**src/rtl/mem_arbiter_2to1.sv**
```systemverilog
// rtl/mem_arbiter_2to1.sv - two-port round-robin arbiter in front of a single memory controller
//
// Purpose: grants one of two requesters (port 0 = icache, port 1 = dcache)
// access to the memory controller, latches the granted request, and returns
// a one-cycle completion (or timeout abort) pulse to the owning port.
//
// Ports:
//   clk, rst                  clock, synchronous active-high reset
//   req_valid/rw/addr/wdata   per-port request (index 0 icache, 1 dcache)
//   resp_ready/resp_err       per-port completion pulse and abort flag
//   resp_rdata                shared read data, valid with resp_ready
//   mem_valid/rw/addr/wdata   request to the memory controller
//   mem_ready/mem_rdata       memory controller completion and read data
`timescale 1ns/1ps
module mem_arbiter_2to1 #(
  parameter int ADDR_W  = 20,
  parameter int LINE_W  = 32,
  parameter int TIMEOUT = 255
) (
  input  logic                   clk,
  input  logic                   rst,
  input  logic [1:0]             req_valid,
  input  logic [1:0]             req_rw,
  input  logic [1:0][ADDR_W-1:0] req_addr,
  input  logic [1:0][LINE_W-1:0] req_wdata,
  output logic [1:0]             resp_ready,
  output logic [1:0]             resp_err,
  output logic [LINE_W-1:0]      resp_rdata,
  output logic                   mem_valid,
  output logic                   mem_rw,
  output logic [ADDR_W-1:0]      mem_addr,
  output logic [LINE_W-1:0]      mem_wdata,
  input  logic                   mem_ready,
  input  logic [LINE_W-1:0]      mem_rdata
);

  localparam int CNT_W = $clog2(TIMEOUT + 1);
  localparam logic [CNT_W-1:0] CNT_MAX = CNT_W'(TIMEOUT);

  typedef enum logic [1:0] {
    IDLE  = 2'd0,
    BUSY0 = 2'd1,
    BUSY1 = 2'd2
  } state_t;

  state_t              state_q, state_d;
  logic                last_grant_q;
  logic [CNT_W-1:0]    cnt_q;
  logic                lat_rw_q;
  logic [ADDR_W-1:0]   lat_addr_q;
  logic [LINE_W-1:0]   lat_wdata_q;

  logic                grant;
  logic                take;
  logic                owner;

  // The memory side only ever sees the latched copy, so requesters may
  // change their fields while a transaction is in flight.
  assign mem_rw    = lat_rw_q;
  assign mem_addr  = lat_addr_q;
  assign mem_wdata = lat_wdata_q;

  always_comb begin
    state_d    = state_q;
    grant      = 1'b0;
    take       = 1'b0;
    owner      = (state_q == BUSY1);
    mem_valid  = 1'b0;
    resp_ready = 2'b00;
    resp_err   = 2'b00;
    resp_rdata = '0;

    case (state_q)
      IDLE: begin
        take = |req_valid;
        case (req_valid)
          2'b01:   grant = 1'b0;
          2'b10:   grant = 1'b1;
          // On a tie the port that did not win last time goes first.
          2'b11:   grant = ~last_grant_q;
          default: grant = 1'b0;
        endcase
        if (take) begin
          state_d = grant ? BUSY1 : BUSY0;
        end
      end

      BUSY0, BUSY1: begin
        mem_valid = 1'b1;
        // A completion in the timeout cycle still counts as a normal one.
        if (mem_ready) begin
          resp_ready[owner] = 1'b1;
          resp_rdata        = mem_rdata;
          state_d           = IDLE;
        end else if (cnt_q == CNT_MAX) begin
          resp_ready[owner] = 1'b1;
          resp_err[owner]   = 1'b1;
          state_d           = IDLE;
        end
      end

      default: state_d = IDLE;
    endcase

    // While reset is held the block is quiet, so an in-flight transaction
    // is abandoned without a response.
    if (rst) begin
      mem_valid  = 1'b0;
      resp_ready = 2'b00;
      resp_err   = 2'b00;
      resp_rdata = '0;
    end
  end

  always_ff @(posedge clk) begin
    if (rst) begin
      state_q      <= IDLE;
      last_grant_q <= 1'b1;
      cnt_q        <= '0;
      lat_rw_q     <= 1'b0;
      lat_addr_q   <= '0;
      lat_wdata_q  <= '0;
    end else begin
      state_q <= state_d;
      if (state_q == IDLE) begin
        if (take) begin
          last_grant_q <= grant;
          cnt_q        <= '0;
          lat_rw_q     <= req_rw[grant];
          lat_addr_q   <= req_addr[grant];
          lat_wdata_q  <= req_wdata[grant];
        end
      end else if (cnt_q != CNT_MAX) begin
        cnt_q <= cnt_q + CNT_W'(1);
      end
    end
  end

endmodule

```
**config.mk**
```make
export PLATFORM = sky130hd
export DESIGN_NAME = mem_arbiter_2to1
export DESIGN_NICKNAME = d
export VERILOG_FILES = /design/src/rtl/mem_arbiter_2to1.sv
export SDC_FILE = /design/constraint.sdc
export NUM_CORES = 1
export LEC_CHECK = 0
export BUFFER_PORTS_ARGS = -buffer_cell sky130_fd_sc_hd__buf_2
export CAP_MARGIN = 20
export CORE_ASPECT_RATIO = 1.4
export CORE_MARGIN = 5
export CORE_UTILIZATION = 36
export DETAILED_ROUTE_END_ITERATION = 6
export GPL_ROUTABILITY_DRIVEN = 0
export PLACE_DENSITY = 0.88
export SLEW_MARGIN = 20
export SYNTH_ARGS = -nofsm -noshare
export SYNTH_HDL_FRONTEND = slang
export SYNTH_SLANG_ARGS = --single-unit
```
**constraint.sdc**
```tcl
create_clock -name clk -period 1.58 [get_ports clk]
set_input_delay 0.079 -clock clk [delete_from_list [all_inputs] [get_ports clk]]
set_output_delay 0.079 -clock clk [all_outputs]
set_load 0.05 [all_outputs]
```
# [Yosys cells after proc, flatten, opt, wreduce, memory -nomap -nowiden]
# Cells that the tools add are included.
# Widths: inputs -> output; s select.
[word_totals] regBits=64 in_bits=143 out_inout_bits=90
[classes] addsub=1 n_reduce_logical=8 n_eq_ne=9 n_mux=32 magnitude_cmp=3 bitwise_logic=1
[ops] operator="$mux 32" n=5
[ops] operator="$mux 20" n=2
[ops] operator="$mux 8" n=3
[ops] operator="$mux 2" n=11
[ops] operator="$add 8x1->8 const B" n=1
[ops] operator="$eq 8x8->1 const B" n=1
[ops] operator="$mux 1" n=8
[ops] operator="$ne 8x8->1 const B" n=1
[ops] operator="$eq 2x2->1 const B" n=3
[ops] operator="$reduce_and 2->1" n=3
[ops] operator="$lt 1x2->1 const B" n=2
[ops] operator="$ne 2x2->1 const B" n=2
[ops] operator="$pmux 2 s2" n=1
[ops] operator="$reduce_or 2->1" n=2
[ops] operator="$ne 3x3->1 const B" n=1
[ops] operator="$eq 2x1->1 const B" n=1
[ops] operator="$logic_not 2->1" n=1
[ops] operator="$pmux 1 s2" n=1
[ops] operator="$reduce_bool 2->1" n=1
[ops] operator="$demux 1 s1" n=1
[ops] operator="$ge 1x1->1 const B" n=1
[ops] operator="$logic_and 1x1->1" n=1
[ops] operator="$not 1->1" n=1

# [Longest topological paths before layout]
[logic_depth] word_depth=9 mapped_depth=8 mapped_depth_nobuf=6

# [Worst setup path after synthesis]
# OpenSTA, ideal clock, no wires.
[synth_path] path_kind="register to output" from="register cnt_q[0]" to="output port resp_err[0]" arrival_time_ps=2454 n_path_buf=1 required_time_ps=1501 path_stages_with_launch=6 path_slack_ps=-953 cell_sequence="dfxtp_1 -> ha_1 -> nand3_2 -> or2_1 -> buf_6 -> nor4_1"
[synth_between] elab_chain_len=5
[synth_lines] element="start, declared" line_no="48" text="logic [CNT_W-1:0] cnt_q;"
[synth_lines] element="start signal, assigned" line_no="134" text="cnt_q <= cnt_q + CNT_W'(1);"
[synth_lines] element="$eq 8x8->1" line_no="95" text="end else if (cnt_q == CNT_MAX) begin"
[synth_lines] element="$mux 2" line_no="95"
[synth_lines] element="$mux 2" line_no="91" text="if (mem_ready) begin"
[synth_lines] element="$mux 2" line_no="73" text="case (state_q)"
[synth_lines] element="$mux 2" line_no="107" text="if (rst) begin"
[synth_lines] element="end, declared" line_no="27" text="output logic [1:0] resp_err,"
# Every way passes these cells.

# [Worst setup path in the final report]
[layout_path] from="register state_q[1]" to="output port resp_err[1]"
[layout_between] elab_chain_len=9 elab_cells_between_ends=12
[layout_lines] element="start, declared" line_no="46" text="state_t state_q, state_d;"
[layout_lines] element="start signal, assigned" line_no="124" text="state_q <= state_d;"
[layout_lines] element="$eq 2x2->1" line_no="67, 73"
[layout_lines] element="$lt 1x2->1 (implied by the code) or $ge 1x1->1 (tied branches)" line_no="97" text="resp_err[owner] = 1'b1;"
[layout_lines] element="$logic_and 1x1->1 (implied by the code)" line_no="97"
[layout_lines] element="$mux 1 (implied by the code)" line_no="97"
[layout_lines] element="$demux 1 s1" line_no="97"
[layout_lines] element="$mux 2" line_no="95"
[layout_lines] element="$mux 2" line_no="91"
[layout_lines] element="$mux 2 (*)" line_no="73"
[layout_lines] element="$mux 2 (*)" line_no="107"
# Every way passes the cells marked *; elsewhere a longest branch is shown, timed or not.

==> impl_metrics.yaml <==
run_status:
  status: "finished with violations"
  violations: "negative setup slack"
finish:
  mostFrequentLayoutCell: "buf_2"
  area_growth_pct: 106
  stdcell_area_sq_um: 6270
  fillerInstances: 486
  final_nets: 770
  drive_above_1_share: 0.696
  final_util: 0.765
  final_cell_mix: "buf_2, dfxtp_1, nand2_1"
  diodes: 0
synth:
  synth_nets: 506
  synth_cell_types: 39
  synth_area_per_cell_sq_um: 8.45
  synthCells: 360
  synth-xor-area-share: 0
  synth_top_family_by_area: "compound AO/OA/AOI/OAI gates"
  synthAdderAreaFrac: 0.0123
  ys_ff_latch: 64
  yosys.area_share.simple: 0.202
  yosys-top-cells-area: "dfxtp_1, o221ai_1, a21oi_1"
  synth_compound_area_frac: 0.286
  syn_area_sq_um: 3040
  synth_flop_cell: "dfxtp_1"
  synth_top_cell_area_share: 0.421
  synth_edf_count: 0
  postSynth.asyncResetShare: 0
  synth_area_leader_cell: "dfxtp_1"
  seq_area_frac_synth: 0.421
  synthMuxAreaShare: 0.00741
  yosysWarnings: 0
critical_path:
  critPathMaxFanout: 2
  crit_buf_inv: 3
  criticalPathCategory: "reg2out"
  slowest_stage: "dfxtp_2"
  cp-start-kind: "flop"
  worstPathCellList: "inv_2 -> ha_4 -> nand2_4 -> buf_6 -> nor4_4 -> buf_6"
  crit_top_cell: "buf_6"
  r2r-start: "state_q[1]"
  rr_endpoint: "mem_wdata[27]"
  rrSetupSlack_ps: -140
  crit_required_ps: 1500
  arrival_ps: 1700
  r2r_cells: 9
  end_kind: "output port"
  cpLargestDelayFamily: "buffers and inverters"
  slowest_delay_ps: 340
clocking:
  cts_tree: "yes"
  h-tree-depth: 3
  clk_pin_slew_ps: 50
  root_buffer: "clkbuf_16"
  cts_buffers: 9
  clockBufferDepth: 2
  clkLatencyLatePin_ps: 330
  cts_num_sinks: 64
detailed_routing:
  drt-total-wl_um: 15700
  routed_via_density: 5.82
  first_pass_iters: 4
  drc: 0
  first_iter_violations: 213
  drtAntennaViolNets: 0
  wl_per_cell_um: 21.5
  num_vias: 4255
sta:
  fin_crit_ps: 1780
  final-hold-violation-count: 0
  drv_slew: 0
  rsz0062_at_grt: "true"
  final.setup.worst_slack_ps: -202
  slew_headroom: 0.465
  finalCritPeriodShare: 1.13
  finClkSkew_ps: 6.74
  finalSetupViolCount: 82
  worstMarginPinSlew_ps: 803
  max_freq_ghz: 0.561
die:
  die_area_sq_um: 10400
  coreArea_sq_um: 8200
  ios: 233
  initial_utilization: 0.371
  die_x_um: 87.7
  rows: 39
  fp.dieH_um: 119
power_and_ir_drop:
  p_leak_nw: 2.74
  vdd_ir_drop_max_mv: 0.847
  powerDensity_nw_per_um2: 1130
  p_total_w: 0.00710
global_route:
  grt.total_usage: 0.235
  grt_pass1_wl_um: 19300
  antenna_found_initial: 0
  grt-ovfl-total: 0
  grt_max_degree: 66
  first_global_vias: 4134
placement:
  place_ws_ps: -510
  place.port_buffers: 232
  dpl.hpwl_um: 8240
  postPlaceCellArea_sq_um: 4500
worst_hold_path:
  hold_class: "in2reg"
  hold_start: "req_rw[0]"
  holdPathEnd: "mem_rw"
  worstHoldPathCells: 3
flow_run:
  cap_violations: 0
## logic make-up after synthesis
kind of cell | after synthesis
compound gates | 127
simple gates | 119
flops | 64
buf+inv | 45
fa+ha+maj | 3
mux | 2
## worst register-to-register path, cell delays in order (launching register included)
cell        delay (ps)
dfxtp_2            330
inv_2               80
ha_4               160
clkinvlp_4         110
buf_6              140
nor2_4             190
buf_12             190
clkbuf_16          170
o221ai_2            90
a21oi_1            170
## through the flow
stage | instances | TNS (ps) | hold slack (ps)
6_report | 731 | -8550 | 65.7
3_3_place_gp | 682 | -19100 | 409
5_1_grt | 731 | -14540 | 71.7
4_1_cts | 711 | -4400 | 82.2
2_1_floorplan | 360 | -91.8 | 228
3_5_place_dp | 682 | -25530 | 421
## where the power goes
part           internal (W)  switching [W]
Clock               0.00139       0.000680
Combinational       0.00123        0.00189
Sequential          0.00181       0.000110
Total               0.00443        0.00268
## metal layers
metal / part of all wire / up-vias / global-route usage
met5: 0 / - / 0
met4: 0.048 / 0 / 0.142
met3: 0.086 / 64 / 0.0905
met2: 0.53 / 276 / 0.408
met1: 0.34 / 2014 / 0.228
li1: - / 1901 / -
## worst max-delay path by stage
stage                     from       endpoint  cells past startpoint
floorplan             cnt_q[0]    resp_err[0]                      5
finish              state_q[1]    resp_err[1]                      6
CTS                 state_q[1]    resp_err[1]                      6
detailed placement  state_q[1]   mem_addr[17]                      6
global route        state_q[1]  resp_ready[1]                      8
global placement    state_q[1]  mem_wdata[31]                      6
## area by class of cell
| cell class | count | area, sq um | share of cell area |
|---|---|---|---|
| Tap cell | 102 | 128 | 0.0203 |
| Multi-Input combinational cell | 254 | 2280 | 0.363 |
| Inverter | 7 | 32.5 | 0.00519 |
| Timing Repair Buffer | 288 | 2220 | 0.355 |
| Clock inverter | 2 | 35.0 | 0.00559 |
| Sequential cell | 64 | 1290 | 0.206 |
| Clock buffer | 14 | 284 | 0.0453 |
## synth_stat cells, types with 2 or more instances
| cell | count |
|---|---|
| dfxtp_1 | 64 |
| a21oi_1 | 59 |
| nand2_1 | 57 |
| o221ai_1 | 53 |
| and3_1 | 33 |
| buf_2 | 21 |
| clkbuf_1 | 14 |
| nor2_1 | 8 |
| inv_1 | 7 |
| ha_1 | 3 |
| o2111ai_1 | 3 |
| o21ai_0 | 3 |
| o31ai_1 | 3 |
| mux2_2 | 2 |
| nand3_1 | 2 |
| nor2b_1 | 2 |
| nor3_1 | 2 |
| nor4_1 | 2 |
| or3_1 | 2 |
## registers in the layout (all words and copies together), names as in the netlist
signal / flops
cnt_q: 8
mem_addr: 20
last_grant_q: 1
mem_wdata: 32
mem_rw: 1
state_q: 2
## timing repair
item                       in CTS  in global routing
pin swaps                       9                 67
setup endpoints to repair      95                 98
hold buffers                    0                  0
resized for setup             123                104
setup buffers                   9                 10
cloned                          4                 11
Note: power is estimated with default switching activity, not from simulation.
